## config.mk

```make
export PLATFORM = sky130hd
export DESIGN_NAME = instr_fetch
export DESIGN_NICKNAME = d
export VERILOG_FILES = /design/src/rtl/instr_fetch.sv
export SDC_FILE = /design/constraint.sdc
export NUM_CORES = 1
export LEC_CHECK = 0
export ABC_AREA = 0
export CORE_MARGIN = 2
export CORE_UTILIZATION = 25
export CTS_BUF_LIST = sky130_fd_sc_hd__clkbuf_4
export CTS_CLUSTER_DIAMETER = 50
export CTS_CLUSTER_SIZE = 28
export DETAILED_ROUTE_END_ITERATION = 7
export PLACE_DENSITY = 0.54
export SLEW_MARGIN = 25
export SYNTH_ARGS = -nofsm -noshare
export SYNTH_HDL_FRONTEND = slang
export SYNTH_SLANG_ARGS = --single-unit
```

## constraint.sdc

```tcl
create_clock -name clk -period 5.73 [get_ports clk]
set_input_delay 1.146 -clock clk [delete_from_list [all_inputs] [get_ports clk]]
set_output_delay 1.146 -clock clk [all_outputs]
set_load 0.01 [all_outputs]
```

## src/rtl/instr_fetch.sv

```systemverilog
// Instruction fetch: PC sequencer, 1-cycle memory latency absorption via a 2-entry skid buffer,
// valid/ready delivery to decode, redirect flush. Optional counters under IFETCH_PERF_EN.
module instr_fetch #(
  parameter logic [31:0] RESET_PC  = 32'h0000_0000,
  parameter int          MEM_BYTES = 512
) (
  input  logic        clk,
  input  logic        rst_n,
  output logic [31:0] pc_o,
  input  logic [31:0] instr_i,
  input  logic        redirect_valid,
  input  logic [31:0] redirect_pc,
  output logic        if_valid,
  input  logic        if_ready,
  output logic [31:0] if_pc,
  output logic [31:0] if_instr
`ifdef IFETCH_PERF_EN
  ,
  output logic [31:0] perf_fetches,
  output logic [31:0] perf_redirects
`endif
);

  localparam logic [31:0] ADDR_MASK = 32'(MEM_BYTES - 1);

  typedef struct packed {
    logic        v;
    logic [31:0] pc;
    logic [31:0] instr;
  } entry_t;

  logic [31:0] pc_q, pc_d;
  logic        inflight_q, inflight_d;
  logic [31:0] inflight_pc_q, inflight_pc_d;
  entry_t      head_q, head_d;
  entry_t      tail_q, tail_d;

  logic        pop;
  logic        issue;
  logic [1:0]  occ;
  entry_t      new_e;

  always_comb begin
    // NOTE: every variable gets a default first so no path leaves one unassigned (no latches).
    pc_d          = pc_q;
    inflight_d    = 1'b0;
    inflight_pc_d = inflight_pc_q;
    head_d        = head_q;
    tail_d        = tail_q;

    pop   = head_q.v & if_ready;
    // Occupancy after this cycle's pop, counting the fetch whose data arrives next edge.
    occ   = {1'b0, head_q.v} + {1'b0, tail_q.v} + {1'b0, inflight_q} - {1'b0, pop};
    issue = !redirect_valid && (occ <= 2'd1);
    new_e = '{v: 1'b1, pc: inflight_pc_q, instr: instr_i};

    if (redirect_valid) begin
      pc_d     = redirect_pc & ADDR_MASK & ~32'h3;
      head_d.v = 1'b0;
      tail_d.v = 1'b0;
    end else begin
      if (issue) begin
        pc_d          = (pc_q + 32'd4) & ADDR_MASK;
        inflight_d    = 1'b1;
        inflight_pc_d = pc_q;
      end
      if (pop) begin
        head_d   = tail_q;
        tail_d.v = 1'b0;
      end
      if (inflight_q) begin
        if (!head_d.v) head_d = new_e;
        else           tail_d = new_e;
      end
    end
  end

  // Reset is active-high despite the rst_n name.
  always_ff @(posedge clk or posedge rst_n) begin
    if (rst_n) begin
      // NOTE: buffer payloads are reset too, because the head payload drives if_pc/if_instr directly.
      pc_q          <= RESET_PC;
      inflight_q    <= 1'b0;
      inflight_pc_q <= 32'h0;
      head_q        <= '0;
      tail_q        <= '0;
    end else begin
      // NOTE: sequential state uses non-blocking assignments only.
      pc_q          <= pc_d;
      inflight_q    <= inflight_d;
      inflight_pc_q <= inflight_pc_d;
      head_q        <= head_d;
      tail_q        <= tail_d;
    end
  end

  assign pc_o     = pc_q;
  assign if_valid = head_q.v;
  assign if_pc    = head_q.pc;
  assign if_instr = head_q.instr;

`ifdef IFETCH_PERF_EN
  logic [31:0] perf_fetches_q, perf_fetches_d;
  logic [31:0] perf_redirects_q, perf_redirects_d;

  // Every capture counts, including ones a redirect flushes in the same edge.
  always_comb begin
    perf_fetches_d   = perf_fetches_q + {31'h0, inflight_q};
    perf_redirects_d = perf_redirects_q + {31'h0, redirect_valid};
  end

  always_ff @(posedge clk or posedge rst_n) begin
    if (rst_n) begin
      perf_fetches_q   <= 32'h0;
      perf_redirects_q <= 32'h0;
    end else begin
      perf_fetches_q   <= perf_fetches_d;
      perf_redirects_q <= perf_redirects_d;
    end
  end

  assign perf_fetches   = perf_fetches_q;
  assign perf_redirects = perf_redirects_q;
`endif

endmodule
```

## Yosys cells after proc, flatten, opt, wreduce, memory -nomap -nowiden

Index checks and enable logic that the tools add are counted.

| word-level totals | value |
|---|---|
| flip-flop bits (word level) | 195 |
| bits in latches | 0 |
| bits in writable memories | 0 |
| ROM bits | 0 |
| input bits | 68 |
| output and inout port bits | 97 |
| logic and storage cells | 34 |
| memories | 0 |

| operators by class | value |
|---|---|
| add/subtract/negate cells | 4 |
| multipliers | 0 |
| divide/modulo/power cells | 0 |
| magnitude comparators | 1 |
| eq/ne operators | 0 |
| shift operators | 0 |
| muxes and demuxes | 13 |
| bitwise logic cells | 2 |
| reductions and logical operators | 5 |

Operator list:

| operator | number |
|---|---|
| 65-bit 2-to-1 mux | 5 |
| 32-bit 2-to-1 mux | 2 |
| 64-bit 2-to-1 mux | 1 |
| 9-bit by 3-bit adder with 9-bit output, second input constant | 1 |
| 1-bit 2-to-1 mux | 5 |
| 3-bit AND reduction | 1 |
| 1-bit by 1-bit adder with 2-bit output | 1 |
| 2-bit by 1-bit adder with 2-bit output | 1 |
| 2-bit by 1-bit <= comparator with 1-bit output, second input constant | 1 |
| 2-bit AND reduction | 1 |
| 2-bit nonzero test | 1 |
| 2-bit by 1-bit subtractor with 2-bit output | 1 |
| 1-bit bitwise AND | 1 |
| 1-bit logical AND | 1 |
| 1-bit logical NOT | 1 |
| 1-bit inverter | 1 |

## Logic depth before layout (Yosys ltp)

Gate-level depths: netlist of run 1.

| logic depth | value |
|---|---|
| word-level depth | 7 |
| mapped depth | 10 |
| gate-level depth less buffers | 9 |

## Worst setup path before layout of run 1

OpenSTA, ideal clock, no wires.

| timing path | value |
|---|---|
| path type | input-to-reg |
| start | input port if_ready |
| end | register pc_q[8], in the netlist pc_o[8] |
| library setup time | 82 ps |
| arrival time | 3021 ps |
| required time | 5648 ps |
| path slack | 2627 ps |
| stages on the path | 10 |
| buffers on the path | 1 |
| cell sequence | buf_2 > nand2_1 > inv_1 > ha_1 > inv_1 > ha_1 > a21oi_4 > xnor2_2 > or4_1 > a31oi_1 |

| on the way | value |
|---|---|
| cells in the longest elaborated chain, start to end | 5 |

RTL lines:

| item | RTL line | RTL |
|---|---|---|
| start, declared | 14 | `input logic if_ready,` |
| 1-bit bitwise AND | 51 | `pop = head_q.v & if_ready;` |
| 2-bit by 1-bit subtractor with 2-bit output | 53 | `occ = {1'b0, head_q.v} + {1'b0, tail_q.v} + {1'b0, inflight_q} - {1'b0, pop};` |
| 2-bit by 1-bit <= comparator with 1-bit output | 54 | `issue = !redirect_valid && (occ <= 2'd1);` |
| 1-bit logical AND | 54 |  |
| 2-bit nonzero test (no source line) | -- |  |
| end signal, assigned | 89 | `pc_q <= pc_d;` |
| end, declared | 32 | `logic [31:0] pc_q, pc_d;` |

No other way between the ends.
A chain may end at the register's enable or synchronous reset.

## Final worst setup path of run 1

| timing path | value |
|---|---|
| start | input port redirect_valid |
| end | register tail_q[17] (netlist name) |

| on the way | value |
|---|---|
| cells in the longest elaborated chain, start to end | 2 |

RTL lines:

| item | RTL line | RTL |
|---|---|---|
| start, declared | 11 | `input logic redirect_valid,` |
| 1-bit inverter (no source line) | -- |  |
| 3-bit AND reduction (no source line) | -- |  |
| end signal, assigned | 93 | `tail_q <= tail_d;` |
| end, declared | 36 | `entry_t tail_q, tail_d;` |

No other way between the ends.

==> key figures, run 1 <==
CTS
  – Hold_buf cts: 0
  – Post-CTS Setup Repair Bufs: 0
  – CTS tree: built
  – Clk root buf: clkbuf_4
  – CTS resizes: 0
  – Worst-path clk slew: 120 ps
  – Worst-Skew Late Latency: approximately 520 ps
  – Clock buffer count from CTS: 17
  – H-tree depth: 4
  – Clock Tree Buf Depth: 2
  – CTS sink cnt: 120

Worst setup path
  – Buf/Inv on CP: 4
  – Most used cell, CP: buf_4
  – CP Launch Type: primary input
  – R2r endpoint: pc_o[8]
  – CP cell instances: buf_2, buf_4, inv_1, nand4_1, buf_4, mux2_2
  – Setup CP Type: primary input to flop
  – R2R depth: 9
  – CP required: 6130 ps
  – CP peak stage delay: 510 ps
  – FF-to-FF setup slack: 3170 ps
  – Critical Path AT: between 3000 and 4000 ps
  – Crit path max fanout: 47
  – CP delay by family, top: buffers and inverters
  – Slowest cell on the critical path: buf_4
  – Critical Path Sink Type: flop
  – Reg2reg start: if_valid

Global route
  – Vias in the first global route: 4414
  – Initial antenna violation count: 1
  – Total gr overflow: 0
  – Total GRT Usage: 0.1287
  – First-pass GRT wire length: approximately 24000 um
  – Largest net degree at the start of global routing: 74

Floorplanning
  – Row cnt: 54
  – Die width: 152.1 um
  – Core area: approximately 22000 um2
  – Starting Density: 0.2527
  – Top Ports: around 170
  – Die H: 152.1 um
  – Die area: 23120 um2

Power
  – P_leak: between 3 and 4 nW
  – PwrDens: between 300 and 400 nW/um2
  – Final Power: 2.662 mW
  – Worst-case vdd ir drop: between 0.1 and 0.15 mV

Timing
  – Final setup margin: 2778 ps
  – Setup tns final: 0 ps
  – Tcrit/Tclk final: 0.5151
  – Measured slew at the worst slew-check pin: between 900 and 1000 ps
  – Slew headroom: 0.3984
  – RSZ-0062 raised after global routing: no
  – Setup violators final: 0
  – Max-slew violations: 0
  – Clk_skew: 22.95 ps
  – Final Hold Fails: 0
  – Fin crit period: 2952 ps
  – Max Freq: approximately 0.34 GHz

Layout
  – Share of cells above drive strength 1: 0.1593
  – Final core occ: 0.3295
  – Fillers: 2214
  – Most common cell after layout, fill and taps aside: dfrtp_1
  – FF+latch area: 3003 um2
  – Synth-to-layout area growth: 30.41%
  – Nets: approximately 670
  – Commonest cells after routing, fill and taps aside: 120 x dfrtp_1, 112 x clkdlybuf4s50_1, 46 x mux2_2, 39 x o22ai_1, 36 x inv_1
  – Multi-input logic area: around 2100 um2

Synthesis
  – Ys flop type: dfrtp_1
  – Synth warn: 0
  – Post-Syn Area: 5480 um2
  – Yosys top cell area share: 0.5479
  – Post-synth EDFFs: 0
  – Synth Register Bits: 120
  – Syn avg cell area: 11.21 um2
  – Yosys cell types: 35
  – Largest area contributor in the netlist: dfrtp_1
  – Ranking of synthesized cells by area: dfrtp_1 55%, mux2_2 9.5%, o22a_1 5.0%, o22ai_1 4.5%, nand2b_1 3.9%
  – Synth Instances: 489
  – Seq/Total Area, Yosys: 0.5479
  – Asr flop ratio synth: 1.000

Run status
  – Outcome: completed

Run
  – Max cap viols: 0

Drt
  – Drt pass-1 iters: 4
  – Vias: 4082
  – Remaining routing DRC violations: 0
  – Final WL: 14470 um
  – Wirelength per Cell: 16.26 um
  – Routed Antenna Nets: 0
  – Via-per-instance ratio: 4.587
  – Detailed Route Iter0 Violations: ~140

Place
  – Pre-CTS WS: 2238 ps
  – Placed wire-length estimate: 9367 um
  – GP Congestion: 0.7418
  – I/O Buffers: 114

Min path
  – Min-delay src: if_pc[16]
  – Hold crit path type: flop to flop
  – WHS Path Cells: 1
  – Hold Path End: if_pc[16]
[Yosys cell counts, types with 10 or more instances]
master,instances
a31oi_1,33
buf_4,25
clkbuf_1,20
dfrtp_1,120
inv_1,37
mux2_2,46
nand2b_1,34
nor2_1,10
nor2b_1,27
o22a_1,31
o22ai_1,39
[cell families after synthesis]
kind of cell,after synthesis,share of synthesized area
simple gates,94,0.09931
fa+ha+maj,3,0.006850
compound gates,122,0.1534
mux,49,0.1000
xor+xnor,3,0.006166
buf+inv,97,0.08561
other cells,1,0.0006843
flops,120,0.5479
[per-layer routing]
| metal | routed length [um] | up-vias | share of wire | track usage |
|---|---|---|---|---|
| met2 | 6963 | 101 | 0.48 | 0.2079 |
| li1 | - | 1891 | - | - |
| met5 | 0 | - | 0 | 0 |
| met1 | 6841 | 2077 | 0.47 | 0.1692 |
| met4 | 193 | 0 | 0.013 | 0.04851 |
| met3 | 471 | 13 | 0.033 | 0.02852 |
[through the flow]
stage          instance area (um2)  instances  hold slack (ps)
2_1_floorplan                 5570        513            479.4
6_report                      7147        890            512.7
5_1_grt                       7147        890            535.2
4_1_cts                       7144        889            516.3
3_3_place_gp                  6799        856            484.0
3_5_place_dp                  6827        857            485.0
[worst register-to-register path, stage by stage, from the launching register on]
cell	delay [ps]
dfrtp_1	530
nand2_1	200
inv_1	60
ha_1	270
inv_1	40
ha_1	310
a21oi_4	180
xnor2_2	170
or4_1	540
a31oi_1	170
[report_power, final]
part / internal, mW / switching, mW
clock network: 0.311 / 0.370
logic: 0.434 / 0.335
registers: 1.07 / 0.138
[layout make-up]
type                            count  share of cell area
Antenna cell                        1           0.0003501
Tap cell                          280             0.04902
Inverter                           37             0.01978
Clock inverter                     15             0.02661
Clock buffer                       17             0.01786
Sequential cell                   120              0.4202
Multi-Input combinational cell    296              0.2946
Timing Repair Buffer              124              0.1716
[state kept, by name (all words and copies together), names as in the netlist]
| register | cells |
|---|---|
| if_instr | 32 |
| if_pc | 32 |
| if_valid | 1 |
| inflight_pc_q | 7 |
| inflight_q | 1 |
| pc_o | 7 |
| tail_q | 40 |
[how the worst max path moves through the flow]
stage / from / slack (ps) / cells after the start / endpoint
finish: redirect_valid / 2780 / 6 / tail_q[17]
global route: redirect_valid / 2670 / 6 / tail_q[2]
CTS: if_valid / 2800 / 1 / if_valid
detailed placement: redirect_valid / 2240 / 6 / tail_q[17]
global placement: redirect_valid / 2270 / 6 / tail_q[16]
floorplan: rst_n / 1400 / 1 / if_instr[0]
Note: power is estimated with default switching activity, not from simulation.
==> run 2, diff against run 1 <==
--- a/config.mk
+++ b/config.mk
@@ -12,7 +12,7 @@
 export CTS_CLUSTER_DIAMETER = 50
 export CTS_CLUSTER_SIZE = 28
 export DETAILED_ROUTE_END_ITERATION = 7
-export PLACE_DENSITY = 0.54
+export PLACE_DENSITY = 0.56
 export SLEW_MARGIN = 25
 export SYNTH_ARGS = -nofsm -noshare
 export SYNTH_HDL_FRONTEND = slang
==> constraint.sdc (replaced) <==
create_clock -name clk -period 2.5 [get_ports clk]
set_input_delay 0.5 -clock clk [delete_from_list [all_inputs] [get_ports clk]]
set_output_delay 0.5 -clock clk [all_outputs]
set_load 0.01 [all_outputs]
==> key figures, run 2 (synthesis gave the netlist of run 1 again) <==
Floorplanning
  – Top Ports: 165 (unchanged)
  – Starting Density: 0.2527 (unchanged)
  – Die width: 152.1 um (unchanged)
  – Die area: 23120 um2 (unchanged)
  – Die H: 152.1 um (unchanged)
  – Core area: 21690 um2 (unchanged)
  – Row cnt: 54 (unchanged)

Run status
  – Outcome: completed

Timing
  – Setup tns final: 0 ps (unchanged)
  – Max-slew violations: 0 (unchanged)
  – RSZ-0062 raised after global routing: no
  – Setup violators final: 0 (unchanged)
  – Tcrit/Tclk final: 0.9151
  – Fin crit period: 2288 ps
  – Final Hold Fails: 0 (unchanged)
  – Measured slew at the worst slew-check pin: 725.3 ps (-177.0 ps)
  – Clk_skew: 15.79 ps (-7.158 ps)
  – Slew headroom: 0.5164 (+0.1180)
  – Max Freq: 0.4371 GHz

Power
  – Clock share of power: 0.236 (-0.020)
  – Psw: 1.862 mW (+120%)
  – Switching portion of total power: 0.3133 (-0.003185)
  – PwrDens: 825.7 nW/um2 (+120%)
  – Sequential fraction of design power: 0.466 (+0.011)
  – Combinational cell fraction of total power: 0.298 (+0.009)
  – P_leak: 3.090 nW (+1.0%)
  – Worst-case vdd ir drop: 0.3218 mV (+170%)
  – Power Internal: 4.081 mW (+120%)

Worst setup path
  – Setup CP Type: flop to flop
  – CP required: 2980 ps (-3150 ps)
  – Critical Path Sink Type: flop
  – FF-to-FF setup slack: 210 ps (-2960 ps)
  – CP Launch Type: flop
  – CP cell instances: inv_1, ha_1, inv_1, ha_1, a21oi_4, xnor2_2, or4_1, a31oi_1
  – Buf/Inv on CP: 2 (-2)
  – Slowest cell on the critical path: or4_1
  – CP delay by family, top: adder cells
  – Critical Path AT: 2770 ps (-590 ps)
  – CP peak stage delay: 530 ps (+20 ps)
  – Crit path max fanout: 8 (-83%)

Layout
  – Share of cells above drive strength 1: 0.1718 (+0.01252)
  – Final core occ: 0.3318 (+0.002307)
  – Max reg flops: 40 (unchanged)
  – Top reg by flops: tail_q
  – Nets: 675 (+1.2%)
  – Synth-to-layout area growth: 31.32%
  – Most common cell after layout, fill and taps aside: dfrtp_1
  – Commonest cells after routing, fill and taps aside: 120 x dfrtp_1, 112 x clkdlybuf4s50_1, 46 x mux2_2, 39 x o22ai_1, 36 x inv_1

Drt
  – Routed Antenna Nets: 0 (unchanged)
  – Wirelength per Cell: 15.55 um (-4.4%)
  – Final WL: 13960 um (-3.5%)
  – Vias: 4099 (+0.42%)
  – Via-per-instance ratio: 4.565 (-0.48%)
  – Remaining routing DRC violations: 0 (unchanged)
  – Drt pass-1 iters: 4 (unchanged)
  – Detailed Route Iter0 Violations: 212 (+53%)

Min path
  – Hold crit path type: primary input to flop

CTS
  – CTS sink cnt: 120 (unchanged)
  – Clk root buf: clkbuf_4
  – H-tree depth: 4 (unchanged)
  – Post-CTS Setup Repair Bufs: 0 (unchanged)
  – CTS resizes: 0 (unchanged)
  – Hold_buf cts: 0 (unchanged)
  – CTS tree: built
  – Worst-Skew Late Latency: 540 ps (+20 ps)
  – Clock buffer count from CTS: 17 (unchanged)
  – Clock Tree Buf Depth: 2 (unchanged)
  – Worst-path clk slew: 130 ps (about the same)

Global route
  – First-pass GRT wire length: 22900 um (-4.2%)
  – Vias in the first global route: 4297 (-2.7%)
  – Initial antenna violation count: 1 (unchanged)
  – Total GRT Usage: 0.1257 (-0.002974)
  – Largest net degree at the start of global routing: 65 (-12%)
  – Total gr overflow: 0 (unchanged)

Place
  – I/O Buffers: 114 (unchanged)
  – Placed wire-length estimate: 9209 um (-1.7%)
  – GP Congestion: 0.7691 (+3.7%)

Run
  – Max cap viols: 0 (unchanged)
==> run 2: changes by cell type in the layout (fill, tap and decap cells not counted), sizes merged <==
cell and delta:
buf +8, bufinv -1, clkbuf +1, clkinv +3, inv -3
==> run 2: worst reg2reg max path, delay by kind of cell (launching register included) <==
| kind | cells | cell delay (ps) |
|---|---|---|
| xor gates and xnor gates | 1 | 160 |
| and+or+nand+nor | 1 | 530 |
| buffers and inverters | 2 | 150 |
| AOI/OAI and AO/OA | 2 | 340 |
| adders and majority gates | 2 | 590 |
| DFF | 1 | 460 |
==> run 2: metal layers <==
layer  vias to the layer above  GRT usage  part of all wire
met2                       112     0.2063              0.49
met5                         -          0                 0
met3                        14    0.04678             0.053
met4                         0    0.04806             0.014
met1                      2054     0.1503              0.44
li1                       1919          -                 -
==> run 2: worst paths after layout <==
check                               start    endpoint  depth (start not counted)
setup / recovery               inflight_q     pc_o[8]                          8
hold / removal             redirect_valid    if_valid                          2
setup reg to reg               inflight_q     pc_o[8]                          8
hold reg to reg                 if_pc[27]   if_pc[27]                          1
max in group asynchronous           rst_n  tail_q[16]                          3
min in group asynchronous           rst_n    if_pc[6]                          2
==> run 2: area by class of cell <==
type	count	area [um2]
clock inverter	14	148.9
fill	2215	14490
clock buffer	18	135.1
timing repair buffer	132	1304
antenna	1	2.502
tap	280	350.3
inverter	37	142.6
sequential	120	3003
multi-input combinational	296	2111
==> run 2: metrics by stage <==
step / cells / power (mW) / instance area (um2) / hold WS [ps] / setup WS (ps)
after floorplan: 513 / 3.785 / 5574 / 479.4 / 42.93
after global placement: 865 / 4.534 / 6910 / 483.4 / 42.25
after detailed placement: 865 / 4.598 / 6910 / 488.7 / 49.06
after CTS: 897 / 6.050 / 7194 / 216.0 / 234.3
after global routing: 898 / 6.363 / 7197 / 217.7 / 90.78
final: 898 / 5.943 / 7197 / 272.4 / 212.3
==> run 2: power groups by stage <==
stage	Sequential (mW)	Clock, mW	Combinational (mW)
2_1_floorplan	2.85	0	0.930
3_3_place_gp	2.78	0	1.76
3_5_place_dp	2.81	0	1.79
4_1_cts	2.77	1.48	1.80
5_1_grt	2.84	1.59	1.94
6_report	2.77	1.41	1.77
